[config.mk]
export PLATFORM = sky130hd
export DESIGN_NAME = led_display_bcm_driver
export DESIGN_NICKNAME = d
export VERILOG_FILES = /design/src/rtl/led_display_bcm_driver.sv
export SDC_FILE = /design/constraint.sdc
export NUM_CORES = 2
export LEC_CHECK = 0
export CAP_MARGIN = 30
export CORE_AREA = 4 4 597 599
export CTS_BUF_LIST = sky130_fd_sc_hd__clkbuf_2 sky130_fd_sc_hd__clkbuf_4 sky130_fd_sc_hd__clkbuf_8
export CTS_CLUSTER_DIAMETER = 80
export DETAILED_ROUTE_END_ITERATION = 7
export DIE_AREA = 0 0 601 603
export PLACE_DENSITY = 0.48
export SLEW_MARGIN = 40
export SYNTH_ARGS = -nofsm -noshare
export SYNTH_HDL_FRONTEND = slang
export SYNTH_SLANG_ARGS = --single-unit
[constraint.sdc]
create_clock -name clk_in -period 2.8 [get_ports clk_in]
set_input_delay 0.56 -clock clk_in [delete_from_list [all_inputs] [get_ports clk_in]]
set_output_delay 0.56 -clock clk_in [all_outputs]
set_load 0.05 [all_outputs]
[src/rtl/led_display_bcm_driver.sv]
// HUB75-style panel driver: captures one double-row of multi-bit pixels and
// shows it as COLOUR_DEPTH binary-coded-modulation planes (shift, latch, display).
module led_display_bcm_driver #(
    parameter int NUM_COLS       = 64,
    parameter int NUM_SCAN_ROWS  = 16,
    parameter int COLOUR_DEPTH   = 4,
    parameter int BCLK_DIV       = 4,
    parameter int BASE_OE_CYCLES = 32,
    localparam int ADDR_W        = $clog2(NUM_SCAN_ROWS)
) (
    input  logic                                clk_in,
    input  logic                                n_reset_in,
    input  logic [6*NUM_COLS*COLOUR_DEPTH-1:0]  row_in,
    input  logic                                sof_in,
    input  logic                                row_valid_in,
    output logic                                row_ready_out,
    output logic [2:0]                          rgb_top_out,
    output logic [2:0]                          rgb_bot_out,
    output logic                                bit_clk_out,
    output logic                                latch_out,
    output logic                                oe_n_out,
    output logic [ADDR_W-1:0]                   row_address_out,
    output logic                                frame_done_out
);

    localparam int COL_W   = (NUM_COLS > 1) ? $clog2(NUM_COLS) : 1;
    localparam int PL_W    = (COLOUR_DEPTH > 1) ? $clog2(COLOUR_DEPTH) : 1;
    localparam int OE_MAX  = BASE_OE_CYCLES << (COLOUR_DEPTH - 1);
    localparam int CNT_MAX = (OE_MAX > BCLK_DIV) ? OE_MAX : BCLK_DIV;
    localparam int CNT_W   = $clog2(CNT_MAX) + 1;

    localparam logic [CNT_W-1:0]  BCLK_LAST = CNT_W'(BCLK_DIV - 1);
    localparam logic [CNT_W-1:0]  BCLK_RISE = CNT_W'(BCLK_DIV / 2 - 1);
    localparam logic [COL_W-1:0]  COL_LAST  = COL_W'(NUM_COLS - 1);
    localparam logic [PL_W-1:0]   PL_LAST   = PL_W'(COLOUR_DEPTH - 1);
    localparam logic [ADDR_W-1:0] ADDR_LAST = ADDR_W'(NUM_SCAN_ROWS - 1);

    // Packed so that [col][channel][bit] lands on bit (col*6+ch)*COLOUR_DEPTH+bit.
    typedef logic [NUM_COLS-1:0][5:0][COLOUR_DEPTH-1:0] row_t;
    typedef enum logic [1:0] {IDLE, SHIFT, LATCH, DISPLAY} state_t;

    state_t             state;
    row_t               row_buf;
    logic [PL_W-1:0]    plane;
    logic [COL_W-1:0]   col;
    logic [CNT_W-1:0]   cnt;
    logic [CNT_W-1:0]   oe_last;
    logic [ADDR_W-1:0]  next_addr;
    logic [ADDR_W-1:0]  cap_addr;
    logic [5:0]         cap_px;
    logic [5:0]         col_px;
    logic [5:0]         pl_px;

    function automatic logic [5:0] pixel(input row_t r, input logic [COL_W-1:0] c,
                                         input logic [PL_W-1:0] p);
        logic [5:0] px;
        for (int ch = 0; ch < 6; ch++) px[ch] = r[c][ch][p];
        return px;
    endfunction

    always_comb begin
        cap_addr = sof_in ? '0 : next_addr;
        oe_last  = (CNT_W'(BASE_OE_CYCLES) << plane) - CNT_W'(1);
        cap_px   = pixel(row_in, '0, '0);
        col_px   = pixel(row_buf, col + 1'b1, plane);
        pl_px    = pixel(row_buf, '0, plane + 1'b1);
    end

    always_ff @(posedge clk_in or negedge n_reset_in) begin
        if (!n_reset_in) begin
            state           <= IDLE;
            row_buf         <= '0;
            plane           <= '0;
            col             <= '0;
            cnt             <= '0;
            next_addr       <= '0;
            row_ready_out   <= 1'b1;
            rgb_top_out     <= '0;
            rgb_bot_out     <= '0;
            bit_clk_out     <= 1'b0;
            latch_out       <= 1'b0;
            oe_n_out        <= 1'b1;
            row_address_out <= '0;
            frame_done_out  <= 1'b0;
        end else begin
            frame_done_out <= 1'b0;
            case (state)
                IDLE: begin
                    if (row_valid_in && row_ready_out) begin
                        row_buf         <= row_in;
                        row_address_out <= cap_addr;
                        next_addr       <= (cap_addr == ADDR_LAST) ? '0 : cap_addr + 1'b1;
                        row_ready_out   <= 1'b0;
                        plane           <= '0;
                        col             <= '0;
                        cnt             <= '0;
                        bit_clk_out     <= 1'b0;
                        rgb_top_out     <= cap_px[2:0];
                        rgb_bot_out     <= cap_px[5:3];
                        state           <= SHIFT;
                    end
                end
                SHIFT: begin
                    if (cnt == BCLK_LAST) begin
                        cnt         <= '0;
                        bit_clk_out <= 1'b0;
                        if (col == COL_LAST) begin
                            latch_out <= 1'b1;
                            state     <= LATCH;
                        end else begin
                            col         <= col + 1'b1;
                            rgb_top_out <= col_px[2:0];
                            rgb_bot_out <= col_px[5:3];
                        end
                    end else begin
                        cnt         <= cnt + 1'b1;
                        bit_clk_out <= (cnt >= BCLK_RISE);
                    end
                end
                LATCH: begin
                    if (cnt == BCLK_LAST) begin
                        cnt       <= '0;
                        latch_out <= 1'b0;
                        oe_n_out  <= 1'b0;
                        state     <= DISPLAY;
                    end else begin
                        cnt <= cnt + 1'b1;
                    end
                end
                DISPLAY: begin
                    if (cnt == oe_last) begin
                        cnt      <= '0;
                        oe_n_out <= 1'b1;
                        if (plane == PL_LAST) begin
                            row_ready_out  <= 1'b1;
                            frame_done_out <= (row_address_out == ADDR_LAST);
                            state          <= IDLE;
                        end else begin
                            plane       <= plane + 1'b1;
                            col         <= '0;
                            rgb_top_out <= pl_px[2:0];
                            rgb_bot_out <= pl_px[5:3];
                            state       <= SHIFT;
                        end
                    end else begin
                        cnt <= cnt + 1'b1;
                    end
                end
                default: state <= IDLE;
            endcase
        end
    end

endmodule
==> results.toml <==
[worst_hold_path]
holdCritPathClass = "primary input to flip-flop"

[sta]
rsz0062_at_grt = "yes"
finalSetupViolations = 6
hold_slack_ns = 0.139
setup_ws_ns = -0.553
post-route-period-util_pct = 120
worst_pin_slew_ns = 0.773
max_slew_margin_pct = 48.2
skew_ns = 0.0708
fmax_mhz = 298
min_period_ns = 3.35
slew_viol_final = 0
hold_violations = 0

[yosys]
ys.flop_type = "dfrtp_1"
synth_area_um2 = 72000
seq_area_frac_synth_pct = 54.7
synth_edf_count = 0
asyncSetResetFlopFracSynth_pct = 100
yosysUniqueCellTypes = 60
ys_ff_latch = 1574
synth_nets = 9751
synth_cells = 8198
synth_warnings = 0
avgSynthCellArea_um2 = 8.78

[detailed_routing]
drc = 0
num_vias = 70800
ant_nets = 0
finalWirelength_um = 435000
vias_per_cell = 4.44
dr.first_iter.drc_count = 6048
dr.pass1.iters = 5
wire_per_inst_um = 27.3

[pwr]
p_int_mw = 39.4
clockPowerShare_pct = 48.3
peakVddDrop_mv = 0.305
combinationalPowerShare_pct = 8.0
p_switching_mw = 12.6
sequentialPowerShare_pct = 43.7
switching_share_pct = 24.3
powerDensity_nw_per_um2 = 453
power_leakage_nw = 55.1

[grt]
grt_pass1_vias = 73400
grt_first_pass_wirelength_um = 594000
use_met2_pct = 39.1
grtUsageMet3_pct = 3.60
antenna_found_initial = 175
grt_use_met1_pct = 29.9
grtUsageTotal_pct = 23.2
grt-ovfl-total = 0
top_usage_layer = "met2"
grt_start_max_net_pins = 101

[floorplanning]
dieWidth_um = 601
rows = 218
start_util_pct = 20.5
design.core.area_um2 = 351000
io_pins = 1555
dieArea_um2 = 362000
die_y_um = 603

[layout]
seqCellArea_um2 = 39400
drive_above_1_share_pct = 15.3
multiInputGateArea_um2 = 31500
n_fill_cell = 36700
area_delta_synth_final_pct = 59.6
nNetsFinal = 12600

[placement]
place_ws_ns = -1.29
hpwlAfterDp_um = 350000
gp_congestion = 0.919
portBuffers = 1554

[cts]
cts_tree = "yes"
clock-root-buffer = "clkbuf_8"
clockBufferDepth = 4
insertion_delay_ns = 1.00
cts_buffers = 308
cts_sinks = 1574
clk_transition_reported_paths_ns = 0.07
cts_max_level = 5

[setup_path]
cpMaxStageDelayCell = "dfrtp_4"
arrival_ns = 4.24
cp_cell_sequence = "ha_4, xor2_4, buf_4, buf_8, buf_12, mux2i_4, buf_4, a32oi_1, a31oi_2, buf_6, a31oi_4, a31oi_4, buf_4, a31oi_4, o32a_1"
cp_slowest_stage_delay_ns = 0.49
crit_path_start_kind = "flip-flop"
crit_required_ns = 3.69
critPathMaxFanout = 18
endpoint_kind = "flip-flop"
crit_type = "flip-flop to flip-flop"

[status]
status = "finished with violations"
violations = "negative setup slack"

[run]
drv_cap = 0
## worst max-delay path, delay by kind of cell, from the launching register on
kind / cells / cell delay [ns]
fa+ha+maj: 1 / 0.19
flops: 1 / 0.49
mux: 1 / 0.29
xor+xnor: 1 / 0.17
compound gates: 6 / 1.02
buf+inv: 6 / 1.03
## flip-flops by register name, summed over array words and instances, names as in the netlist, 2 cells and up
register         cells
row_buf           1536
plane                2
rgb_bot_out          3
row_address_out      4
col                  6
cnt                  9
next_addr            4
state                2
rgb_top_out          3
## final cells by class
type	count	share of cell area (%)
diodes	96	0.209
clock buffers	460	5.05
clock inverters	78	0.621
inverters	11	0.0403
multi-input cells	6086	27.4
flip-flops and latches	1574	34.3
well taps	4620	5.03
repair buffers	3041	27.3
## cells in the mapped netlist, drive strengths merged (10+ instances only)
cell type  instances  area (µm²)
nand4             22         138
nor2b             10        62.6
nand2           5172       19400
o21ai             37         185
a31oi             69         432
dfrtp           1572       39300
mux4             302        6800
a21oi             20         104
inv               11        41.3
nand3            181         906
mux2i             63         631
a32oi             56         490
clkbuf           348        1310
buf              179         906
and3              12        75.1
nor2              22        85.1
ha                13         163
## power groups by stage
stage	clock network [mW]	logic, mW	registers [mW]
floorplan	0	0.0255	23.2
global placement	0	3.10	23.2
detailed placement	0	3.10	23.2
CTS	25.8	4.21	22.8
global route	26.8	4.37	22.7
finish	25.2	4.15	22.8
## stage by stage
| stage | power [mW] | TNS [ns] | instance area (µm²) | util (%) | instances |
|---|---|---|---|---|---|
| after floorplan | 23.2 | 0 | 72000 | - | 8198 |
| after global placement | 26.3 | -6.78 | 98200 | 27.9 | 14500 |
| after detailed placement | 26.3 | -6.44 | 98200 | 28.0 | 14500 |
| after CTS | 52.8 | -3.16 | 114000 | 32.5 | 15800 |
| after global routing | 53.9 | -3.43 | 115000 | 32.7 | 15900 |
| final | 52.1 | -2.99 | 115000 | 32.7 | 16000 |
## layout by cell type (no fill, tap or decap), types with 35 or more instances in the layout
| cell | instances |
|---|---|
| a31oi_1 | 35 |
| nand2_1 | 5158 |
| buf_12 | 176 |
| nand3_1 | 168 |
| clkbuf_8 | 376 |
| diode_2 | 96 |
| buf_4 | 492 |
| clkdlybuf4s50_1 | 1538 |
| clkbuf_4 | 84 |
| clkinv_2 | 37 |
| a32oi_1 | 39 |
| dlygate4sd3_1 | 774 |
| mux4_2 | 302 |
| mux2i_1 | 47 |
| dfrtp_1 | 1571 |
## cells by family after synthesis
kind of cell	Yosys count	synth area share, %
and+or+nand+nor	5457	29.1
DFF	1574	54.7
buffers and inverters	538	3.13
muxes	368	10.4
AOI/OAI and AO/OA	243	2.43
adders and majority gates	13	0.226
xor gates and xnor gates	5	0.0869
## final timing paths
kind                       slack, ns     startpoint  cells past startpoint        endpoint
max                            -0.55         col[0]                     15  rgb_top_out[2]
min                             0.14    row_in[809]                      3    row_buf[809]
max reg2reg                    -0.55         col[0]                     15  rgb_top_out[2]
min reg2reg                     0.47  row_buf[1298]                      2   row_buf[1298]
max in group asynchronous       1.35     n_reset_in                      3    row_buf[644]
min in group asynchronous       0.19     n_reset_in                      2    row_buf[814]
## per-layer routing
layer	vias to the layer above	share of wire, %
met5	-	0.045
met4	30	4.3
met3	711	5.5
met2	2752	48
met1	35300	42
li1	32000	-
## what timing repair did
action | 4_1_cts | 5_1_grt
cloned | 7 | 2
pin swaps | 34 | 18
setup endpoints to repair | 11 | 11
resized for setup | 185 | 54
hold buffers | 774 | 0
buffers inserted | 54 | 21
endpoints found under the hold margin | 1343 | 0
Note: power is estimated with default switching activity, not from simulation.
